`src/rtl/rv_pkg.sv`:
```
// Shared RV32 constants and fetch-stage bundle types.
// Imported by the fetch stage and its FIFO.
package rv_pkg;

    localparam int XLEN = 32;
    localparam logic [XLEN-1:0] NOP_INST = 32'h0000_0013;
    localparam logic [XLEN-1:0] PC_ALIGN_MASK = 32'hFFFF_FFFC;

    typedef struct packed {
        logic [XLEN-1:0] inst;
        logic [XLEN-1:0] pc;
    } fetch_entry_t;

    function automatic logic [XLEN-1:0] align_pc(input logic [XLEN-1:0] pc);
        return pc & PC_ALIGN_MASK;
    endfunction

endpackage

```
`src/rtl/inst_fifo.sv`:
```
// Small synchronous FIFO with clear, occupancy count and a head word
// read straight from the storage flops.
module inst_fifo
    import rv_pkg::*;
#(
    parameter int WIDTH = 32,
    parameter int DEPTH = 2
) (
    input  logic                       clk,
    input  logic                       rst_n,
    input  logic                       push,
    input  logic [WIDTH-1:0]           push_data,
    input  logic                       pop,
    input  logic                       clear,
    output logic                       full,
    output logic                       empty,
    output logic [$clog2(DEPTH+1)-1:0] count,
    output logic [WIDTH-1:0]           head
);

    localparam int CW = $clog2(DEPTH + 1);
    localparam int AW = (DEPTH > 1) ? $clog2(DEPTH) : 1;

    logic [WIDTH-1:0] mem_q [DEPTH];
    logic [WIDTH-1:0] mem_d [DEPTH];
    logic [AW-1:0]    wr_ptr_q, wr_ptr_d;
    logic [AW-1:0]    rd_ptr_q, rd_ptr_d;
    logic [CW-1:0]    count_q, count_d;
    logic             do_push, do_pop;

    function automatic logic [AW-1:0] next_ptr(input logic [AW-1:0] p);
        return (p == AW'(DEPTH - 1)) ? '0 : p + 1'b1;
    endfunction

    assign full  = (count_q == CW'(DEPTH));
    assign empty = (count_q == '0);
    assign count = count_q;
    assign head  = mem_q[rd_ptr_q];

    always_comb begin
        do_pop   = pop && !empty;
        // A full FIFO still takes a push when the head leaves this cycle.
        do_push  = push && (!full || do_pop);
        mem_d    = mem_q;
        wr_ptr_d = wr_ptr_q;
        rd_ptr_d = rd_ptr_q;
        count_d  = count_q;
        if (clear) begin
            wr_ptr_d = '0;
            rd_ptr_d = '0;
            count_d  = '0;
        end else begin
            if (do_push) begin
                mem_d[wr_ptr_q] = push_data;
                wr_ptr_d        = next_ptr(wr_ptr_q);
            end
            if (do_pop) begin
                rd_ptr_d = next_ptr(rd_ptr_q);
            end
            unique case ({do_push, do_pop})
                2'b10:   count_d = count_q + 1'b1;
                2'b01:   count_d = count_q - 1'b1;
                default: count_d = count_q;
            endcase
        end
    end

    always_ff @(posedge clk or negedge rst_n) begin
        if (!rst_n) begin
            for (int i = 0; i < DEPTH; i++) begin
                mem_q[i] <= '0;
            end
            wr_ptr_q <= '0;
            rd_ptr_q <= '0;
            count_q  <= '0;
        end else begin
            mem_q    <= mem_d;
            wr_ptr_q <= wr_ptr_d;
            rd_ptr_q <= rd_ptr_d;
            count_q  <= count_d;
        end
    end

endmodule

```
`src/rtl/inst_fetch.sv`:
```
// Instruction fetch stage: PC, credit-limited imem requests, response
// buffering and single-cycle redirect with stale-response discard.
module inst_fetch
    import rv_pkg::*;
#(
    parameter logic [XLEN-1:0] RESET_PC = 32'h0000_0000,
    parameter int              DEPTH    = 2
) (
    input  logic            clk,
    input  logic            rst_n,
    output logic            imem_req_valid,
    input  logic            imem_req_ready,
    output logic [XLEN-1:0] imem_addr,
    input  logic            imem_rsp_valid,
    input  logic [XLEN-1:0] imem_rsp_data,
    input  logic            redirect_valid,
    input  logic [XLEN-1:0] redirect_pc,
    output logic            inst_valid,
    input  logic            inst_ready,
    output logic [XLEN-1:0] inst,
    output logic [XLEN-1:0] inst_pc
);

    localparam int CW = $clog2(DEPTH + 1);

    logic [XLEN-1:0]   pc_q, pc_d;
    logic [CW-1:0]     discard_q, discard_d;
    logic [CW-1:0]     outstanding;
    logic [CW-1:0]     inst_count;
    logic [XLEN-1:0]   pend_pc;
    logic [2*XLEN-1:0] head_raw;
    fetch_entry_t      head;
    fetch_entry_t      rsp_entry;
    logic              pend_full, pend_empty;
    logic              inst_full, inst_empty;
    logic              credit_ok, accept, rsp_ok;
    logic              inst_push, inst_pop;
    logic              unused_ok;

    assign unused_ok = &{1'b0, pend_full, inst_full};

    // The pending-PC queue depth is exactly the in-flight request count.
    assign credit_ok = ({1'b0, outstanding} + {1'b0, inst_count})
                       < (CW + 1)'(DEPTH);
    assign imem_req_valid = rst_n && credit_ok && !redirect_valid;
    assign imem_addr      = pc_q;
    assign accept         = imem_req_valid && imem_req_ready;
    assign rsp_ok         = imem_rsp_valid && !pend_empty;

    assign rsp_entry.inst = imem_rsp_data;
    assign rsp_entry.pc   = pend_pc;
    assign inst_push = rsp_ok && (discard_q == '0) && !redirect_valid;
    assign inst_pop  = inst_valid && inst_ready && !redirect_valid;

    assign head       = fetch_entry_t'(head_raw);
    assign inst_valid = !inst_empty;
    assign inst       = inst_valid ? head.inst : NOP_INST;
    assign inst_pc    = inst_valid ? head.pc : '0;

    inst_fifo #(
        .WIDTH(XLEN),
        .DEPTH(DEPTH)
    ) u_pend_fifo (
        .clk      (clk),
        .rst_n    (rst_n),
        .push     (accept),
        .push_data(pc_q),
        .pop      (rsp_ok),
        .clear    (1'b0),
        .full     (pend_full),
        .empty    (pend_empty),
        .count    (outstanding),
        .head     (pend_pc)
    );

    inst_fifo #(
        .WIDTH(2 * XLEN),
        .DEPTH(DEPTH)
    ) u_inst_fifo (
        .clk      (clk),
        .rst_n    (rst_n),
        .push     (inst_push),
        .push_data(rsp_entry),
        .pop      (inst_pop),
        .clear    (redirect_valid),
        .full     (inst_full),
        .empty    (inst_empty),
        .count    (inst_count),
        .head     (head_raw)
    );

    always_comb begin
        pc_d      = pc_q;
        discard_d = discard_q;
        if (redirect_valid) begin
            pc_d      = align_pc(redirect_pc);
            discard_d = outstanding - CW'(rsp_ok);
        end else begin
            if (accept) begin
                pc_d = pc_q + 32'd4;
            end
            if (rsp_ok && (discard_q != '0)) begin
                discard_d = discard_q - 1'b1;
            end
        end
    end

    always_ff @(posedge clk or negedge rst_n) begin
        if (!rst_n) begin
            pc_q      <= RESET_PC;
            discard_q <= '0;
        end else begin
            pc_q      <= pc_d;
            discard_q <= discard_d;
        end
    end

endmodule

```
`config.mk`:
```
export PLATFORM = sky130hd
export DESIGN_NAME = inst_fetch
export DESIGN_NICKNAME = d
export VERILOG_FILES = /design/src/rtl/rv_pkg.sv /design/src/rtl/inst_fifo.sv /design/src/rtl/inst_fetch.sv
export SDC_FILE = /design/constraint.sdc
export NUM_CORES = 1
export LEC_CHECK = 0
export BUFFER_PORTS_ARGS = -buffer_cell sky130_fd_sc_hd__buf_2
export CORE_UTILIZATION = 37
export CTS_CLUSTER_DIAMETER = 50
export DETAILED_ROUTE_END_ITERATION = 10
export GPL_ROUTABILITY_DRIVEN = 0
export REMOVE_ABC_BUFFERS = 1
export SLEW_MARGIN = 20
export SYNTH_ARGS = -nofsm -noshare
export SYNTH_HDL_FRONTEND = slang
export SYNTH_SLANG_ARGS = --single-unit
```
`constraint.sdc`:
```
create_clock -name clk -period 5.7 [get_ports clk]
set_input_delay 1.425 -clock clk [delete_from_list [all_inputs] [get_ports clk]]
set_output_delay 1.425 -clock clk [all_outputs]
set_load 0.1 [all_outputs]
```
After elaboration in Yosys (flattened, before gate mapping) --
Cells that the tools add are included.
Cells by class: add/sub/neg operators 12, order comparisons 7, equality and inequality tests 6, mux-type cells 29, bitwise operators 5, reductions and logical operators 33
Operator list (number):
- $mux W32 | 8
- $mux W64 | 4
- $bwmux W128 | 1
- $bwmux W64 | 1
- $demux W64 S1 | 1
- $add A32 B3 Y32 const B | 1
- $demux W32 S1 | 1
- $logic_and A1 B1 Y1 | 15
- $reduce_bool A2 Y1 | 6
- $eq A2 B2 Y1 const B | 4
- $ge A2 B2 Y1 const B | 4
- $mux W1 | 8
- $not A1 Y2 | 4
- $pmux W2 S2 | 2
- $logic_not A2 Y1 | 3
- $mux W2 | 3
- $sub A2 B1 Y2 const B | 3
- $logic_not A1 Y1 | 5
- $add A1 B1 Y1 const B | 4
- $add A2 B1 Y2 const B | 2
- $eq A2 B1 Y1 const B | 2
- $lt A2 B1 Y1 const B | 2
- $add A2 B2 Y3 | 1
- $lt A3 B2 Y1 const B | 1
- other kinds (5) | 6
Storage, ports and cells: flip-flop bits (word level) 234, bits of input ports 70

Depth between registers and ports, before layout --
Gate-level depths: netlist (run 1).
word-level depth 10, depth in mapped cells 11, mapped depth without buffers 9

Modules after synthesis --
From an unflattened synthesis (run 1), not the netlist that was laid out.
Second synthesis, totals: cells, all modules 870, area, all modules 11578.6 µm²
By module, submodules not included:
- inst_fifo at u_inst_fifo | times used 1, cells each 365, area an instance 5914.4 µm², seq. area each 3303.2 µm²
- inst_fifo at u_pend_fifo | times used 1, cells each 196, area an instance 3126.7 µm², seq. area each 1701.6 µm²
- inst_fetch | times used 1, cells each 309, area an instance 2537.4 µm², seq. area each 800.8 µm²

Least setup slack after synthesis (run 1) --
No wires, ideal clock.
kind input port to output port, from input port redirect_valid, to output port imem_req_valid, arrival time 2735 ps, setup slack 1540 ps, stages on the path 2, path buffers 1, cells stage by stage buf_2 > nor4b_4
On the way: word-level cells in the longest chain between the ends 2
RTL lines:
- from (decl) | line inst_fetch.sv:16 | input logic redirect_valid,
- $logic_not A1 Y1 | line inst_fetch.sv:45 | assign imem_req_valid = rst_n && credit_ok && !redirect_valid;
- $logic_and A1 B1 Y1 | line inst_fetch.sv:45
- to (decl) | line inst_fetch.sv:11 | output logic imem_req_valid,
No other way between the ends.

Final worst setup path (run 1) --
from register u_inst_fifo.rd_ptr_q, to output port inst[10]
On the way: word-level cells in the longest chain between the ends 5
RTL lines:
- from (decl) | line inst_fifo.sv:27 | logic [AW-1:0] rd_ptr_q, rd_ptr_d;
- from (signal assigned) | line inst_fifo.sv:79 | rd_ptr_q <= rd_ptr_d;
- $not A1 Y2 (implied by the code) | line inst_fifo.sv:38 | assign head = mem_q[rd_ptr_q];
- $mux W64 (implied by the code) (3 in series) | line inst_fifo.sv:38
- $mux W32 | line inst_fetch.sv:57 | assign inst = inst_valid ? head.inst : NOP_INST;
- to (decl) | line inst_fetch.sv:20 | output logic [XLEN-1:0] inst,
No other way between the ends. The select of a mux whose other input is x is not followed.

==> metrics.md, run 1 <==
| Metric | Value |
|---|---|
| Hold-fix buffers, CTS | 0 |
| Vias in the first global route | ~7,000 |
| Iteration-0 DRC Markers | 364 |
| Max clock buf depth | 3 |
| Clock Sink Count | about 220 |
| Worst R2R Setup Slack | about 2.5 ns |
| Routed len/inst | about 17 um |
| Power Dens Cells | about 560 nW/um^2 |
| Max stage delay cell, worst path | dfrtp_4 |
| Post-synth ARST share | 1.00 |
| WP depth | 4 |
| Final Hold Violating Endpoints | 0 |
| Final non-filler cell area | around 13,000 um^2 |
| Dpl hpwl | ~16 mm |
| Main synth FF type | dfrtp_1 |
| Die width | around 170 um |
| R2R cell count | 7 |
| Ant diodes | 0 |
| Core Box Area | 27,800 um^2 |
| Fin crit period | approximately 4.2 ns |
| # fillers | between 2,000 and 3,000 |
| Sequential share of the synthesized area | 0.537 |
| Area Overhead vs Synth | 20.8% |
| Syn Inst Count | a little over 900 |
| Hold crit path type | flop to flop |
| TritonCTS buffer count | 30 |
| CTS root buf | clkbuf_16 |
| Relative slew margins | 0.289 |
| Placed instance area | ~12,000 um^2 |
| Delay-heaviest family, CP | flip-flops |
| Final Skew | 0.0176 ns |
| Port Buffers | between 150 and 200 |
| RSZ-0062 raised after global routing | false |
| Max_cap viols | 0 |
| # H-tree levels | 1 |
| # nets final | about 1,100 |
| Critical-path maximum fanout | 50 |
| Yosys reg bits | 224 |
| Fmax | 240 MHz |
| Clock Pin Slew Worst Setup and Hold Paths | roughly 0.050 ns |
| Synth unique cells | 48 |
| Synth top area share | 0.537 |
| DR pass1 iterations | 4 |
| DIE AREA | 28,900 um^2 |
| Critical-path cell list | buf_4 -> mux2i_1 -> nor2_1 -> buf_2 |
| RR Endpoint | u_pend_fifo.mem_q[58] |
| Post_cts resized | 0 |
| Worst skew pair latency | between 0.5 and 0.6 ns |
| Yosys top cell by area | dfrtp_1 |
| Crit path largest cell delay | about 1.1 ns |
| Post-synth EDFFs | 0 |
| Io pins | around 170 |
| DRC viols | 0 |
| Hold path start | u_pend_fifo.mem_q[23] |
| Endpoint, Worst Hold | u_pend_fifo.mem_q[23] |
| DR vias/cell | between 4 and 5 |
| Detail Route Antenna Nets | 0 |
| CP Buf/Inv Count | 2 |
| Storage cell area | about 5600 um^2 |
| Status | complete, no violations |
| Crit share post-route | 0.731 |
| Initial antenna violation count | 0 |
| Peak VDD IR | approximately 0.27 mV |
| Worst EP required | ~4.3 ns |
| Die Height | around 170 um |
| Largest net degree at the start of global routing | ~160 |
| Hold path depth | 2 |
| Synth Cell Area | between 10,000 and 15,000 um^2 |
| Leak Pwr | 5.82 nW |
| Gr usage total | 0.173 |
| CP startpoint kind | flop |
| Postcts setup bufs | 0 |
| Via count | ~7,200 |
| Multi-input gate area | 4480 um^2 |
| # rows | 61 |
| Slew Limit Fails | 0 |
| Final WL | between 20 and 25 mm |
| Remaining global-route overflow | 0 |
| Final setup vio count | 0 |
| Setup Crit Path Kind | flop to output pin |
| Data arrival time of the critical path | between 2 and 3 ns |
| Syn Area/Cell | about 11 um^2 |
| CTS tree | yes |
| Layout cells sized above 1 | 0.325 |
| Count of warnings emitted by yosys | 0 |
| Crit. End Element | output pin |
| Synth top area cells | dfrtp_1 54%, mux2_2 11%, mux2i_1 9.0% |
| Startpoint of the worst register-to-register path | u_pend_fifo.count[0] |
| Starting density of the core | 0.376 |
| Slew @ Worst Pin | approximately 1.1 ns |
| First-pass GRT wire length | between 30 and 40 mm |
| Fin Setup TNS | 0 ns |
[how the worst max path moves through the flow]
| stage | from | end |
|---|---|---|
| 5_1_grt | u_inst_fifo.rd_ptr_q | inst[10] |
| 4_1_cts | u_inst_fifo.rd_ptr_q | inst[10] |
| 6_report | u_inst_fifo.rd_ptr_q | inst[10] |
| 3_3_place_gp | rst_n | imem_req_valid |
| 3_5_place_dp | rst_n | imem_req_valid |
| 2_1_floorplan | u_inst_fifo.count[1] | inst[0] |
[Yosys cell counts, drive strengths merged (4+ instances only)]
master,instances
mux2,117
clkbuf,24
o211ai,11
inv,17
nand3,13
ha,4
o311ai,12
and2,6
buf,37
a21oi,66
nor2,138
nand2,55
nor3,7
a221o,6
mux2i,94
nor4,5
xnor2,6
o21ai,33
dfrtp,224
nand4,10
xor2,4
[power by group]
| part | leakage, nW | internal [W] | total, W | switching [W] |
|---|---|---|---|---|
| logic | 2.51 | 0.000891 | 0.00236 | 0.00147 |
| clock network | 0.506 | 0.00122 | 0.00193 | 0.000708 |
| registers | 2.80 | 0.00228 | 0.00276 | 0.000482 |
| total | 5.82 | 0.00439 | 0.00705 | 0.00266 |
[flip-flops by register name, summed over array words and instances, names as in the netlist]
signal                flops
discard_q                 2
imem_addr                30
u_inst_fifo.count         2
u_inst_fifo.mem_q       124
u_inst_fifo.rd_ptr_q      1
u_inst_fifo.wr_ptr_q      1
u_pend_fifo.count         2
u_pend_fifo.mem_q        60
u_pend_fifo.rd_ptr_q      1
u_pend_fifo.wr_ptr_q      1
[per-layer routing]
layer  vias to the layer above  routed length [um]  global-route usage
met3                        38                1130              0.0330
met1                      3526               11500               0.235
li1                       3508                   -                   -
met5                         -                   0                   0
met4                         0                 513              0.0462
met2                       145               11200               0.282
[through the flow]
stage / total power (W) / worst slack [ns] / std cells / hold WS, ns / util
floorplan: 0.00464 / -0.284 / 856 / 0.450 / -
global placement: 0.00510 / 1.55 / 1405 / 0.461 / 0.416
detailed placement: 0.00517 / 1.54 / 1405 / 0.473 / 0.416
CTS: 0.00714 / 1.49 / 1460 / 0.485 / 0.453
global route: 0.00749 / 1.37 / 1460 / 0.495 / 0.454
finish: 0.00705 / 1.53 / 1460 / 0.480 / 0.454
[layout make-up]
type                            count  area share
Sequential cell                   224       0.445
Multi-Input combinational cell    615       0.355
Timing Repair Buffer              171      0.0737
Clock buffer                       35      0.0627
Tap cell                          378      0.0375
Clock inverter                     20      0.0205
Inverter                           17     0.00506
[worst min-delay path: cells and delay by family (launching register included)]
family | cells | cell delay (ns)
flops | 1 | 0.34
simple gates | 1 | 0.04
compound gates | 1 | 0.06
[layout by cell type, fill, tap and decap left out, drive strengths merged, types with 4 or more instances in the layout]
cell type / instances
nand2: 55
a21oi: 66
xor2: 4
clkbuf: 35
clkinv: 10
nor2: 138
ha: 4
o21ai: 33
nand4: 10
nor3: 7
inv: 18
o311ai: 12
xnor2: 6
a221o: 6
buf: 171
conb: 4
mux2: 117
bufinv: 5
mux2i: 94
dfrtp: 224
nor4: 5
and2: 6
o211ai: 11
nand3: 13
clkinvlp: 4
[cells by family (layout without fill, tap and decap cells)]
| kind of cell | count (synthesis) | in the layout | synth area share |
|---|---|---|---|
| compound gates | 141 | 141 | 0.0827 |
| xor+xnor | 10 | 10 | 0.00839 |
| fa+ha+maj | 5 | 5 | 0.00672 |
| buf+inv | 78 | 243 | 0.0374 |
| flops | 224 | 224 | 0.537 |
| mux | 211 | 211 | 0.222 |
| other cells | 1 | 4 | 0.000359 |
| simple gates | 244 | 244 | 0.105 |
No activity file was read; power rests on OpenSTA's default activity.
==> run 2, diff against run 1 <==
==> constraint.sdc (replaced) <==
create_clock -name clk -period 4.3 [get_ports clk]
set_input_delay 1.075 -clock clk [delete_from_list [all_inputs] [get_ports clk]]
set_output_delay 1.075 -clock clk [all_outputs]
set_load 0.1 [all_outputs]
==> metrics.md, run 2 (synthesized netlist as in run 1, its figures left out) <==
| Metric | Value |
|---|---|
| Status | complete, no violations |
| Via count | ~7,300 |
| TritonCTS buffer count | 31 |
| Peak VDD IR | between 0.3 and 0.4 mV |
| CTS tree | yes |
| # nets final | 1,140 |
| Detail Route Antenna Nets | 0 |
| DR vias/cell | roughly 5.0 |
| Dpl hpwl | 15.9 mm |
| Clock Sink Count | 224 |
| Postcts setup bufs | 0 |
| Slew @ Worst Pin | 1.08 ns |
| Port Buffers | about 160 |
| Crit share post-route | 0.846 |
| Starting density of the core | 0.376 |
| Max_cap viols | 0 |
| Commonest non-fill, non-tap cell in the layout | dfrtp_1 |
| Cell Count, Final, Fillers Out | ~1,500 |
| DRC viols | 0 |
| Max clock buf depth | 3 |
| Largest register FFs | between 100 and 150 |
| Reg with most FFs | u_inst_fifo.mem_q |
| Relative slew margins | 0.279 |
| Routed len/inst | roughly 17 um |
| Final Total Pwr | approximately 0.0092 W |
| Area Overhead vs Synth | 20.6% |
| Hold-fix buffers, CTS | 0 |
| Setup Crit Path Kind | flop to output pin |
| Placed cells | 1,410 |
| Storage cell area | about 5600 um^2 |
| RSZ-0062 raised after global routing | false |
| CP startpoint kind | flop |
| # H-tree levels | 1 |
| Gr usage total | 0.175 |
| Crit. End Element | output pin |
| Fin worst setup slack | between 0.6 and 0.7 ns |
| Leak Pwr | around 5.8 nW |
| Final WL | between 20 and 25 mm |
| Die Height | roughly 170 um |
| Data arrival time of the critical path | approximately 2.6 ns |
| Final Skew | 0.0208 ns |
| Die width | 170 um |
| Remaining global-route overflow | 0 |
| DR pass1 iterations | 4 |
| Worst skew pair latency | between 0.5 and 0.6 ns |
| First-pass GRT wire length | between 30 and 40 mm |
| Slew Limit Fails | 0 |
| Most frequent cells in the layout | 222 x dfrtp_1, 160 x buf_2, 135 x nor2_1 |
| Worst EP required | 3.22 ns |
| Iteration-0 DRC Markers | 360 |
| Clock Pin Slew Worst Setup and Hold Paths | 0.06 ns |
| CTS root buf | clkbuf_16 |
| Final Hold Violating Endpoints | 0 |
| Largest net degree at the start of global routing | 79 |
| Hold crit path type | input port to asynchronous set/reset pin |
| Vias in the first global route | 7,276 |
| Place WS | between 0.6 and 0.7 ns |
| Worst R2R Setup Slack | 0.88 ns |
| Power Dens Cells | between 700 and 800 nW/um^2 |
| DIE AREA | between 20,000 and 30,000 um^2 |
| Ant diodes | 0 |
| # rows | 61 |
| Io pins | 168 |
| Core Box Area | between 20,000 and 30,000 um^2 |
| Multi-input gate area | 4480 um^2 |
| Fin crit period | between 3 and 4 ns |
| Layout cells sized above 1 | 0.327 |
| Final setup vio count | 0 |
| # fillers | about 2,700 |
| Post_cts resized | 0 |
| Critical-path maximum fanout | 7 |
| Initial antenna violation count | 2 |
| Fmax | 275 MHz |
-- run 2: layout make-up --
class                           count  share of cell area
Sequential cell                   224               0.446
Multi-Input combinational cell    615               0.356
Timing Repair Buffer              176              0.0768
Clock buffer                       39              0.0672
Tap cell                          378              0.0376
Clock inverter                     15              0.0115
Inverter                           17             0.00507
-- run 2: critical path: stages, from the launching register on --
cell,delay [ns]
dfrtp_1,0.50
and2_1,0.23
fa_1,0.47
nor4b_4,0.32
buf_2,0.50
-- run 2: layer usage --
metal  global-route usage  part of all wire  vias to the layer above
met1                0.234              0.47                     3553
met4               0.0623             0.029                        2
met2                0.283              0.46                      160
met5                    0           0.00045                        -
met3               0.0316             0.048                       51
li1                     -                 -                     3510
-- run 2: through the flow --
step | TNS [ns] | hold WS [ns] | instance area (um^2) | util
2_1_floorplan | -119.38 | 0.450 | 10100 | -
3_3_place_gp | 0 | 0.462 | 11600 | 0.417
3_5_place_dp | 0 | 0.473 | 11600 | 0.417
4_1_cts | 0 | 0.370 | 12600 | 0.453
5_1_grt | 0 | 0.386 | 12600 | 0.453
6_report | 0 | 0.386 | 12600 | 0.453
-- run 2: power by group --
| group | switching (W) | internal [W] | leakage (nW) |
|---|---|---|---|
| clock | 0.000975 | 0.00146 | 0.484 |
| sequential | 0.000623 | 0.00302 | 2.80 |
| combinational | 0.00195 | 0.00118 | 2.53 |
| total | 0.00355 | 0.00567 | 5.82 |
-- run 2: worst paths after layout --
check | from | to | cells past startpoint
worst min register to register | u_pend_fifo.mem_q[23] | u_pend_fifo.mem_q[23] | 2
worst max-delay path | u_pend_fifo.count[0] | imem_req_valid | 4
worst min-delay path | rst_n | u_inst_fifo.mem_q[14] | 1
max in group asynchronous | rst_n | u_inst_fifo.rd_ptr_q | 3
min in group clk | u_pend_fifo.mem_q[23] | u_pend_fifo.mem_q[23] | 2
worst max register to register | u_pend_fifo.count[0] | u_pend_fifo.mem_q[56] | 8
